$ cat config.mk
export PLATFORM = sky130hd
export DESIGN_NAME = channel_multiplexer_rr
export DESIGN_NICKNAME = d
export VERILOG_FILES = /design/src/rtl/channel_multiplexer_rr_pkg.sv /design/src/rtl/channel_multiplexer_rr_arbiter.sv /design/src/rtl/channel_multiplexer_rr.sv
export SDC_FILE = /design/constraint.sdc
export NUM_CORES = 1
export LEC_CHECK = 0
export BUFFER_PORTS_ARGS = -buffer_cell sky130_fd_sc_hd__buf_2
export CAP_MARGIN = 20
export CORE_MARGIN = 2
export CORE_UTILIZATION = 48
export CTS_BUF_LIST = sky130_fd_sc_hd__clkbuf_8
export CTS_CLUSTER_SIZE = 28
export DETAILED_ROUTE_END_ITERATION = 8
export PLACE_DENSITY_LB_ADDON = 0.1
export RECOVER_POWER = 25
export REMOVE_ABC_BUFFERS = 1
export SYNTH_ARGS = -nofsm -noshare
export SYNTH_HDL_FRONTEND = slang
export SYNTH_SLANG_ARGS = --single-unit
$ cat constraint.sdc
create_clock -name clk -period 12 [get_ports clk]
set_clock_uncertainty 0.15 [all_clocks]
set_input_delay 1.2 -clock clk [delete_from_list [all_inputs] [get_ports clk]]
set_output_delay 1.2 -clock clk [all_outputs]
set_load 0.01 [all_outputs]
$ cat src/rtl/channel_multiplexer_rr_pkg.sv
// Shared constants and state encoding for the GLIP channel multiplexer.
package glip_chmux_pkg;

   localparam logic [15:0] CONTROL_WORD          = 16'hC001;
   localparam logic [7:0]  CHANNEL_HEADER_PREFIX = 8'hAB;

   typedef enum logic [2:0] {
      IDLE,
      CTRL,
      HDR,
      DATA,
      ESC
   } state_t;

endpackage

$ cat src/rtl/channel_multiplexer_rr_arbiter.sv
// Combinational round-robin arbiter: rotate, priority-encode, rotate back.
module rr_arbiter #(
   parameter  int N  = 8,
   localparam int IW = (N > 1) ? $clog2(N) : 1
) (
   input  logic [N-1:0]  req,
   input  logic [IW-1:0] last,
   output logic          gnt_valid,
   output logic [IW-1:0] gnt_idx
);

   logic [IW:0]    w_start;
   logic [IW:0]    w_off;
   logic [IW:0]    w_sum;
   logic [2*N-1:0] w_dbl;
   logic [N-1:0]   w_rot;

   always_comb begin
      w_start = {1'b0, last} + 1'b1;
      if (w_start >= (IW+1)'(N))
         w_start = '0;
      w_dbl = {req, req} >> w_start;
      w_rot = w_dbl[N-1:0];
      w_off     = '0;
      gnt_valid = 1'b0;
      // Descending scan so the lowest rotated index wins.
      for (int i = N-1; i >= 0; i--) begin
         if (w_rot[i]) begin
            w_off     = (IW+1)'(i);
            gnt_valid = 1'b1;
         end
      end
      w_sum = w_start + w_off;
      if (w_sum >= (IW+1)'(N))
         w_sum = w_sum - (IW+1)'(N);
      gnt_idx = w_sum[IW-1:0];
   end

endmodule

$ cat src/rtl/channel_multiplexer_rr.sv
// Round-robin merge of CHANN valid/ready sources onto one GLIP FIFO,
// with control-word framing, escaping and optional header elision.
module channel_multiplexer_rr
   import glip_chmux_pkg::*;
#(
   parameter  int WIDTH        = 16,
   parameter  int CHANN        = 8,
   parameter  int TIMEOUT      = 32,
   parameter  int HEADER_ELIDE = 1,
   localparam int CW = (CHANN > 1) ? $clog2(CHANN) : 1,
   localparam int TW = (TIMEOUT > 0) ? $clog2(TIMEOUT+1) : 1
) (
   input  logic                        clk,
   input  logic                        com_rst,
   input  logic [CHANN-1:0]            channel_enable,
   input  logic [CHANN-1:0]            in_valid,
   output logic [CHANN-1:0]            in_ready,
   input  logic [CHANN-1:0][WIDTH-1:0] in_data,
   output logic                        fifo_out_valid,
   input  logic                        fifo_out_ready,
   output logic [WIDTH-1:0]            fifo_out_data,
   output logic [CW-1:0]               active_channel,
   output logic                        busy
);

   state_t         r_state;
   state_t         w_next;
   logic [CW-1:0]  r_ch;
   logic [CW-1:0]  r_last;
   logic [TW-1:0]  r_cnt;
   logic           r_hdr_valid;

   logic           w_gnt_valid;
   logic [CW-1:0]  w_gnt_idx;
   logic           w_eob;
   logic           w_xfer;
   logic [7:0]     w_ch8;

   rr_arbiter #(.N(CHANN)) u_arb (
      .req       (in_valid & channel_enable),
      .last      (r_last),
      .gnt_valid (w_gnt_valid),
      .gnt_idx   (w_gnt_idx)
   );

   assign w_ch8          = 8'(r_ch);
   assign w_xfer         = fifo_out_valid & fifo_out_ready;
   assign active_channel = r_ch;
   assign busy           = (r_state != IDLE);

   always_comb begin
      w_next         = r_state;
      fifo_out_valid = 1'b0;
      fifo_out_data  = '0;
      in_ready       = '0;
      w_eob          = 1'b0;
      unique case (r_state)
         IDLE: begin
            if (w_gnt_valid) begin
               if (HEADER_ELIDE != 0 && r_hdr_valid && w_gnt_idx == r_last)
                  w_next = DATA;
               else
                  w_next = CTRL;
            end
         end
         CTRL: begin
            fifo_out_valid = 1'b1;
            fifo_out_data  = WIDTH'(CONTROL_WORD);
            if (fifo_out_ready)
               w_next = HDR;
         end
         HDR: begin
            fifo_out_valid = 1'b1;
            fifo_out_data  = WIDTH'({CHANNEL_HEADER_PREFIX, w_ch8});
            if (fifo_out_ready)
               w_next = DATA;
         end
         DATA: begin
            w_eob = !in_valid[r_ch] ||
                    (TIMEOUT != 0 && r_cnt == TW'(TIMEOUT));
            if (w_eob) begin
               w_next = IDLE;
            end else begin
               fifo_out_valid = 1'b1;
               fifo_out_data  = in_data[r_ch];
               in_ready[r_ch] = fifo_out_ready;
               // An in-band control word is doubled on the wire.
               if (fifo_out_ready && in_data[r_ch] == WIDTH'(CONTROL_WORD))
                  w_next = ESC;
            end
         end
         ESC: begin
            fifo_out_valid = 1'b1;
            fifo_out_data  = WIDTH'(CONTROL_WORD);
            if (fifo_out_ready)
               w_next = DATA;
         end
         default: w_next = IDLE;
      endcase
      // Nothing may be offered or consumed while reset is applied.
      if (com_rst) begin
         fifo_out_valid = 1'b0;
         in_ready       = '0;
      end
   end

   always_ff @(posedge clk) begin
      if (com_rst) begin
         r_state     <= IDLE;
         r_ch        <= '0;
         r_last      <= CW'(CHANN-1);
         r_cnt       <= '0;
         r_hdr_valid <= 1'b0;
      end else begin
         r_state <= w_next;
         unique case (r_state)
            IDLE: begin
               if (w_gnt_valid)
                  r_ch <= w_gnt_idx;
            end
            HDR: begin
               if (w_xfer)
                  r_hdr_valid <= 1'b1;
            end
            DATA: begin
               if (w_eob) begin
                  r_last <= r_ch;
                  r_cnt  <= '0;
               end else if (w_xfer && TIMEOUT != 0) begin
                  r_cnt <= r_cnt + 1'b1;
               end
            end
            default: ;
         endcase
      end
   end

endmodule
==> impl_results.md, run 1 <==
* VDD IR max at 68.8 uV
* Total core area at 5470 um2
* CP arrival at 4.68 ns
* Nets at 604
* Later-pin clock latency in the skew report at 0.25 ns
* Area after DPL at 3600 um2
* CP Max Fanout at 44
* Leak pwr at 1.66 nW
* Number of synthesis warnings at 0
* CTS resizes at 0
* Layout filler cell count at 491
* RD Place Congestion at 0.908
* Cell Rows at 27
* Clock sink count at 16
* Avg Inst Size Synth at 9.28 um2
* Clock transition at the registers of the reported paths at 0.06 ns
* Die ar. at 6260 um2
* Area growth syn-to-layout at 34.4%
* DP Worst Slack at 7.28 ns
* Worst hold slack at 0.334 ns
* Final worst-path cycle share at 50.2%
* # hold bufs at CTS at 0
* Number of buffers created by CTS at 3
* Setup TNS at 0 ns
* Via count at 3094
* CTS tree: built
* Antenna cells at 0
* Mapped Area at 2710 um2
* Starting Density at 49.5%
* Total power at 0.564 mW
* DR vias/cell at 5.92
* First DRT Iteration DRCs at 157
* Synth area leader: mux4_2
* Fmax at 0.166 GHz
* Number of global-route vias before repair at 2853
* Top cells by count, synth: mux4_2, nor2_1, o21ai_0
* DPL Wire Length at 7.39 mm
* Routed wire per std cell at 17.3 um
* Leading register cell type out of synthesis: dfxtp_1
* Post-Synthesis Cells at 292
* Largest net degree at the start of global routing at 49
* Final Util at 66.5%
* Clk root buf: clkbuf_8
* Buffers on Ports at 175
* #FFs+latches synth at 16
* Worst Setup End Kind: output pin
* Max Transition Viols Final at 126
* Antenna viol nets, final at 0
* Worst path required time at 10.65 ns
* CP startpoint: active_channel[0]
* Dpl cells at 519
* GRT overflow at 0
* Hold WC Path Type: reg -> reg
* Io pins at 176
* Fin. Hold Viols at 0
* Chip width at 79.1 um
* Die Height at 79.1 um
* Initial antenna violation count at 0
* Post-synth EDFFs at 0
* Detailed Routing Iterations Pass 1 at 4
* Synth top area share at 28.3%
* Critical path type: reg -> out
* Setup ws final at 5.97 ns
* First-pass GRT wire length at 13.7 mm
* Setup Buffers After CTS at 0
* All-Layer GR Usage at 27.7%
* RSZ-0062 raised after global routing: false
* Finished layout cell area at 3640 um2
* Status: complete, but fails checks
* Total wire length at 9.04 mm
* Slew HR at -99.7%
* Setup crit start kind: flip-flop
* Max-cap violations at 3
* Hold Startpoint: r_hdr_valid
* H-tree levels at 1
* Post-synth ARST share at 0%
* Yosys cell types at 43
* Seq/Total Area, Yosys at 11.8%
* Residual DRC count at 0
* Pwr dens at 155 nW/um2
* Failing checks: max-capacitance violations, max-slew violations
* Reg-to-reg startpoint: r_last[0]
* Final setup viols at 0
* Largest cells by area after synthesis: mux4_2, dfxtp_1, mux4_1, mux2i_1, nor2_1
* Clk buf depth at 2
* Worst-Margin Slew at 3.00 ns
* Period minus WS final at 6.03 ns
* Post-Layout Cell Count at 523
* Layout cell share with drive strength beyond 1 at 48.6%
## worst max-delay path: stages (launching register included)
cell	delay (ns)
dfxtp_2	0.31
clkbuf_1	2.10
mux4_2	0.72
mux2_1	0.38
nand3_1	0.50
o21ai_0	0.19
buf_2	0.19
## path summary, 6_finish.rpt
check,endpoint,slack (ns),cells past startpoint
worst min-delay path,r_hdr_valid,0.33,2
worst max-delay path,fifo_out_data[2],5.97,6
worst max register to register,r_state[1],7.20,15
worst min register to register,r_hdr_valid,0.33,2
## registers in the layout, indices dropped and copies added (netlist names)
signal / cells
r_hdr_valid: 1
r_cnt: 6
active_channel: 3
r_state: 3
r_last: 3
## kinds of logic after synthesis
logic type | share of synthesized area, %
AOI/OAI and AO/OA | 12.0
xor gates and xnor gates | 3.23
adders and majority gates | 2.59
buffers and inverters | 4.48
DFF | 11.8
muxes | 44.2
and+or+nand+nor | 21.7
## final cells by class
class	instances	area, um2	area share, %
clock buffers	4	55.1	1.51
inverters	7	26.3	0.722
multi-input cells	247	2270	62.3
flip-flops and latches	16	322	8.83
well taps	72	90.1	2.48
repair buffers	177	880	24.2
## metal layers
layer / part of all wire, % / wire length, um / GRT usage (%)
met1: 40 / 3580 / 36.5
met2: 50 / 4540 / 47.0
met3: 8.2 / 741 / 5.11
met4: 2.0 / 183 / 7.59
met5: 0 / 0 / 0
## layout by cell type (no fill, tap or decap), types with 3 or more instances in the layout
master      n
buf_2     172
mux4_2     34
nor2_1     34
o21ai_0    23
mux2i_1    17
nand2_1    17
dfxtp_1    15
nand3_1    14
a21oi_1    14
nor3_1     12
mux4_1      9
inv_1       7
nand3b_1    7
and3_1      6
nor4_1      6
xor2_1      5
o21a_1      5
xnor2_1     5
clkbuf_1    5
nand2b_1    4
nand4_1     4
ha_1        4
clkbuf_8    4
nor2b_1     3
and2_1      3
## power by group
group          switching [mW]  internal (mW)
Sequential             0.0329         0.0634
Clock                  0.0178         0.0291
Combinational           0.204          0.218
Total                   0.254          0.310
Note: power is estimated with default switching activity, not from simulation.
==> run 2, diff against run 1 <==
--- a/config.mk
+++ b/config.mk
@@ -5,10 +5,11 @@
 export SDC_FILE = /design/constraint.sdc
 export NUM_CORES = 1
 export LEC_CHECK = 0
+export ABC_AREA = 1
 export BUFFER_PORTS_ARGS = -buffer_cell sky130_fd_sc_hd__buf_2
 export CAP_MARGIN = 20
 export CORE_MARGIN = 2
-export CORE_UTILIZATION = 48
+export CORE_UTILIZATION = 46
 export CTS_BUF_LIST = sky130_fd_sc_hd__clkbuf_8
 export CTS_CLUSTER_SIZE = 28
 export DETAILED_ROUTE_END_ITERATION = 8
==> constraint.sdc (replaced) <==
create_clock -name clk -period 5.6 [get_ports clk]
set_clock_uncertainty 0.15 [all_clocks]
set_input_delay 0.56 -clock clk [delete_from_list [all_inputs] [get_ports clk]]
set_output_delay 0.56 -clock clk [all_outputs]
set_load 0.01 [all_outputs]
==> impl_results.md, run 2 <==
* Clk root buf: clkbuf_8
* Leak pwr at 2.19 nW (+32%)
* Yosys cell types at 42 (-2.3%)
* Synth top area share at 20.1% (-8.1 points)
* Period minus WS final at 4.58 ns
* Residual DRC count at 0 (unchanged)
* Clock sink count at 16 (unchanged)
* Leading register cell type out of synthesis: dfxtp_1
* CTS tree: built
* Reg-to-reg startpoint: r_last[0]
* Crit path cell chain: inv_1, nor2_1, inv_1, nor2_1, o21ai_0, nand3_1, nand2_2, nor2_1, inv_2, nor3_1, buf_2
* DPL Wire Length at 8.72 mm (+18%)
* Setup TNS at 0 ns (unchanged)
* Antenna cells at 0 (unchanged)
* Number of global-route vias before repair at 3814 (+34%)
* Setup Buffers After CTS at 0 (unchanged)
* Chip width at 85.6 um (+8.1%)
* RD Place Congestion at 0.948 (+4.5%)
* All-Layer GR Usage at 29.2% (+1.5 points)
* Later-pin clock latency in the skew report at 0.25 ns (about the same)
* Most frequent cells in the layout: buf_2, nand2_1, nor2_1
* Post-synth EDFFs at 0 (unchanged)
* Sink of the worst hold path: r_cnt[0]
* DR vias/cell at 5.28 (-11%)
* Die ar. at 7320 um2 (+17%)
* Cell mode on critical path: nor2_1
* Critical path type: reg -> out
* Clock transition at the registers of the reported paths at 0.06 ns (about the same)
* H-tree levels at 1 (unchanged)
* Final worst-path cycle share at 81.7%
* Max-cap violations at 0 (-3)
* Status: finished, final reports clean
* Post-synth ARST share at 0% (unchanged)
* Clk buf depth at 2 (unchanged)
* Hold WC Path Type: reg -> reg
* Nets at 892 (+48%)
* R2r worst-path depth at 20 (+5)
* # hold bufs at CTS at 0 (unchanged)
* Fmax at 0.219 GHz
* Initial antenna violation count at 0 (unchanged)
* Routed wire per std cell at 13.4 um (-22%)
* Worst Setup End Kind: output pin
* Detailed Routing Iterations Pass 1 at 5 (+1)
* Most common cell after layout, fill and taps aside: buf_2
* Max incr delay on CP at 0.82 ns (-1.28 ns)
* Mapped Area at 3060 um2 (+13%)
* Starting Density at 47.9% (-1.6 points)
* CP Max Fanout at 22 (-50%)
* Via count at 4300 (+39%)
* #FFs+latches synth at 16 (unchanged)
* RSZ-0062 raised after global routing: false
* Antenna viol nets, final at 0 (unchanged)
* Seq/Total Area, Yosys at 10.5% (-1.4 points)
* Pwr dens at 353 nW/um2 (+130%)
* Reg2Reg Setup Slack at 1.54 ns (-5.66 ns)
* Top reg by flops: r_cnt
* Fin. Hold Viols at 0 (unchanged)
* Max reg flops at 6 (unchanged)
* Avg Inst Size Synth at 5.22 um2 (-44%)
* Max Transition Viols Final at 0 (-100%)
* Die Height at 85.6 um (+8.1%)
* Number of synthesis warnings at 0 (unchanged)
* CP startpoint: active_channel[2]
* Top cells by count, synth: nand2_1, nor2_1, o21ai_0
* First DRT Iteration DRCs at 218 (+39%)
* Slew HR at 29.3% (+130 points)
* Buffers on Ports at 175 (unchanged)
* GRT overflow at 0 (unchanged)
* Final setup viols at 0 (unchanged)
* Largest cells by area after synthesis: nand2_1, nor2_1, dfxtp_1, o21ai_0, nand3_1
* Most frequent cell after synthesis: nand2_1
* Worst path required time at 4.89 ns (-5.76 ns)
* CP max-delay cell: nor2_1
* CTS resizes at 0 (unchanged)
* Worst-Margin Slew at 1.06 ns (-1.94 ns)
* VDD IR max at 359 uV (+420%)
* Hold Startpoint: r_cnt[0]
* Largest net degree at the start of global routing at 86 (+76%)
* Setup crit start kind: flip-flop
* Total core area at 6390 um2 (+17%)
* Cell Rows at 29 (+7.4%)
* Reg-to-reg critical path endpoint: r_state[1]
* Io pins at 176 (unchanged)
* Area growth syn-to-layout at 26.9%
* Hold Crit Depth at 2 (unchanged)
* First-pass GRT wire length at 17.5 mm (+28%)
* Total wire length at 10.9 mm (+21%)
* Post-Synthesis Cells at 586 (+100%)
* Layout cell share with drive strength beyond 1 at 27.8% (-21 points)
* Synth area leader: nand2_1
* CP arrival at 3.87 ns (-0.81 ns)
* Total power at 1.37 mW (+140%)
* Number of buffers created by CTS at 3 (unchanged)
-- run 2: cell types whose count changed in the layout (fill, tap and decap cells not counted), moves of 7 or more --
cell	before	now
nand3_1	14	43
inv_2	0	8
o211ai_1	0	28
mux4_1	9	0
o21ai_1	0	7
nand3b_1	7	0
nand2_1	17	165
mux4_2	34	0
mux2i_1	17	0
o21ai_0	23	56
inv_1	7	56
nor2_1	34	110
-- run 2: metrics by stage --
stage	std cells	setup WS (ns)	hold slack, ns	instance area (um2)	util [%]
3_5_place_dp	812	1.65	0.325	3860	60.4
3_3_place_gp	812	1.76	0.313	3860	60.4
2_1_floorplan	558	0.964	0.280	2870	-
6_report	815	1.02	0.338	3880	60.8
4_1_cts	815	1.63	0.341	3900	61.1
5_1_grt	815	0.619	0.350	3880	60.8
-- run 2: layer usage --
metal	GRT usage [%]	vias up	routed length [um]
li1	-	2206	-
met1	38.9	1880	4850
met4	7.65	0	267
met5	0	-	0
met2	49.2	188	4940
met3	4.62	26	895
-- run 2: critical path, delay by kind of cell, from the launching register on --
kind	cells	cell delay, ns
AND/OR/NAND/NOR	6	1.96
buffers and inverters	4	1.06
flip-flops	1	0.49
AO/OA/AOI/OAI	1	0.09
-- run 2: logic make-up (layout without fill, tap and decap cells) --
group	count (synthesis)	after routing	share of synthesized area, %
flip-flops	16	16	10.5
XOR/XNOR	3	3	0.859
AND/OR/NAND/NOR	353	353	49.1
buffers and inverters	92	244	14.1
adder cells (fa/ha/maj)	5	5	2.29
AO/OA/AOI/OAI	117	117	23.2
-- run 2: final cells by class --
cell class,count,area [um2]
Tap cell,77,96.3
Multi-Input combinational cell,478,2300
Sequential cell,16,322
Clock buffer,3,41.3
Fill cell,675,2500
Timing Repair Buffer,177,886
Inverter,64,240
-- run 2: how the worst max path moves through the flow --
stage / to / slack, ns / cells past startpoint
finish: in_ready[3] / 1.02 / 11
global route: fifo_out_data[0] / 0.62 / 11
CTS: r_state[1] / 1.63 / 20
detailed placement: r_state[1] / 1.65 / 20
global placement: r_state[1] / 1.76 / 19
floorplan: fifo_out_data[0] / 0.96 / 9
-- run 2: report_power, final --
group          leakage (nW)  internal, mW  switching [mW]
Sequential            0.131         0.138          0.0449
Clock                0.0216        0.0477          0.0385
Combinational          2.04         0.365           0.737
Total                  2.19         0.551           0.820
==> run 3, diff against run 2 <==
--- a/config.mk
+++ b/config.mk
@@ -5,11 +5,11 @@
 export SDC_FILE = /design/constraint.sdc
 export NUM_CORES = 1
 export LEC_CHECK = 0
-export ABC_AREA = 1
+export ABC_AREA = 0
 export BUFFER_PORTS_ARGS = -buffer_cell sky130_fd_sc_hd__buf_2
 export CAP_MARGIN = 20
 export CORE_MARGIN = 2
-export CORE_UTILIZATION = 46
+export CORE_UTILIZATION = 40
 export CTS_BUF_LIST = sky130_fd_sc_hd__clkbuf_8
 export CTS_CLUSTER_SIZE = 28
 export DETAILED_ROUTE_END_ITERATION = 8
==> constraint.sdc (replaced) <==
create_clock -name clk -period 4 [get_ports clk]
set_clock_uncertainty 0.15 [all_clocks]
set_input_delay 0.4 -clock clk [delete_from_list [all_inputs] [get_ports clk]]
set_output_delay 0.4 -clock clk [all_outputs]
set_load 0.01 [all_outputs]
==> impl_results.md, run 3 (synthesized netlist as in run 1, its figures left out) <==
* RSZ-0062 raised after global routing: false
* Nets at 613 (-31%)
* DPL Wire Length at 7.79 mm (-11%)
* Pwr dens at 458 nW/um2 (+30%)
* Number of global-route vias before repair at 2944 (-23%)
* First-pass GRT wire length at 13.9 mm (-21%)
* Fin. Hold Viols at 0 (unchanged)
* CTS tree: built
* Slew HR at -14.8% (-44 points)
* Initial antenna violation count at 0 (unchanged)
* Crit path cell chain: ha_2, a21oi_1, mux2i_2, buf_4, mux4_1, a21oi_1, nor2_1, o21ba_2, o21ba_2, ha_1, fa_2, xnor2_2, xnor2_1, or3_1, a21o_1, a211oi_2
* Total core area at 6460 um2 (+1.1%)
* Period minus WS final at 3.78 ns
* Layout cell share with drive strength beyond 1 at 52.0% (+24 points)
* Starting Density at 41.9% (-6.0 points)
* Layout filler cell count at 628 (-7.0%)
* Io pins at 176 (unchanged)
* Most frequent cells in the layout: buf_2, mux4_2, nor2_1
* Buffers on Ports at 175 (unchanged)
* CP Max Fanout at 4 (-82%)
* VDD IR max at 272 uV (-24%)
* Largest net degree at the start of global routing at 40 (-53%)
* Die ar. at 7450 um2 (+1.7%)
* Routed wire per std cell at 17.2 um (+28%)
* Clock transition at the registers of the reported paths at 0.07 ns (about the same)
* Cell Rows at 29 (unchanged)
* Via count at 3046 (-29%)
* Max Transition Viols Final at 32 (+32)
* Worst hold slack at 0.322 ns (-0.0153 ns)
* Failing checks: max-capacitance violations, max-slew violations
* Antenna viol nets, final at 0 (unchanged)
* Clk root buf: clkbuf_8
* Setup TNS at 0 ns (unchanged)
* Leak pwr at 1.69 nW (-23%)
* DR vias/cell at 5.66 (+7.3%)
* Worst path required time at 4.03 ns (-0.86 ns)
* Multi-input gate area at 2270 um2 (-1.2%)
* Later-pin clock latency in the skew report at 0.25 ns (about the same)
* Final worst-path cycle share at 94.6%
* Area growth syn-to-layout at 37.5%
* Most common cell after layout, fill and taps aside: buf_2
* Chip width at 86.3 um (+0.86%)
* Hold WC Path Type: in -> reg
* Clock sink count at 16 (unchanged)
* CP arrival at 3.81 ns (-0.06 ns)
* RD Place Congestion at 0.854 (-9.9%)
* Clk buf depth at 2 (unchanged)
* H-tree levels at 1 (unchanged)
* Worst Setup End Kind: flip-flop
* Residual DRC count at 0 (unchanged)
* # hold bufs at CTS at 0 (unchanged)
* Final setup viols at 0 (unchanged)
* First DRT Iteration DRCs at 186 (-15%)
* Detailed Routing Iterations Pass 1 at 6 (+1)
* Max incr delay on CP at 0.55 ns (-0.27 ns)
* Setup crit start kind: flip-flop
* FF+latch area at 324 um2 (+0.78%)
* Top reg by flops: r_cnt
* All-Layer GR Usage at 23.4% (-5.8 points)
* CP max-delay cell: mux4_1
* Worst-Margin Slew at 1.72 ns (+0.665 ns)
* Total wire length at 9.23 mm (-16%)
* Max-cap violations at 1 (+1)
* Max reg flops at 6 (unchanged)
* Critical path type: reg -> reg
* Die Height at 86.3 um (+0.86%)
* Fmax at 0.264 GHz
* Status: complete, but fails checks
* GRT overflow at 0 (unchanged)
* Number of buffers created by CTS at 3 (unchanged)
## run 3: worst max-delay path, delay by kind of cell (launching register included)
kind,cells,cell delay (ns)
flip-flops,1,0.35
AO/OA/AOI/OAI,6,0.96
AND/OR/NAND/NOR,2,0.36
multiplexers,2,0.69
XOR/XNOR,2,0.30
adder cells (fa/ha/maj),3,0.73
buffers and inverters,1,0.16
## run 3: timing repair
action / in CTS / in global routing
endpoints found under the setup margin: 1 / 1
pin swaps: 0 / 1
resized for setup: 0 / 9
buffers inserted: 1 / 0
## run 3: worst paths after layout
kind,from,slack [ns],end,depth (start not counted)
setup / recovery,r_last[1],0.22,r_state[1],16
hold reg to reg,r_hdr_valid,0.36,r_hdr_valid,2
setup reg to reg,r_last[1],0.22,r_state[1],16
hold / removal,fifo_out_ready,0.32,r_hdr_valid,3
## run 3: area by class of cell
class / count / area share, %
clock buffers: 4 / 1.48
repair buffers: 186 / 25.5
inverters: 7 / 0.706
diodes: 1 / 0.0672
flip-flops and latches: 16 / 8.70
multi-input cells: 247 / 60.9
well taps: 77 / 2.59
## run 3: per-layer routing
metal	track usage (%)	up-vias	share of wire [%]
met3	5.14	2	8.1
met4	2.98	0	0.27
met2	39.4	114	51
met5	0	-	0
li1	-	1477	-
met1	32.1	1453	40
## run 3: per-stage QoR
step / setup WS (ns) / util, % / total power [mW] / cells / cell area, um2
finish: 0.217 / 57.7 / 1.71 / 538 / 3720
global route: 0.0191 / 57.6 / 1.86 / 537 / 3720
CTS: 0.0368 / 57.9 / 1.72 / 537 / 3740
detailed placement: -0.0210 / 56.9 / 1.57 / 532 / 3680
global placement: 0.140 / 56.9 / 1.56 / 532 / 3680
floorplan: -0.338 / - / 1.19 / 270 / 2610
## run 3: report_power, final
group	switching, mW	leakage (nW)	internal [mW]
sequential	0.0735	0.130	0.191
clock	0.0601	0.0288	0.0874
combinational	0.643	1.53	0.650
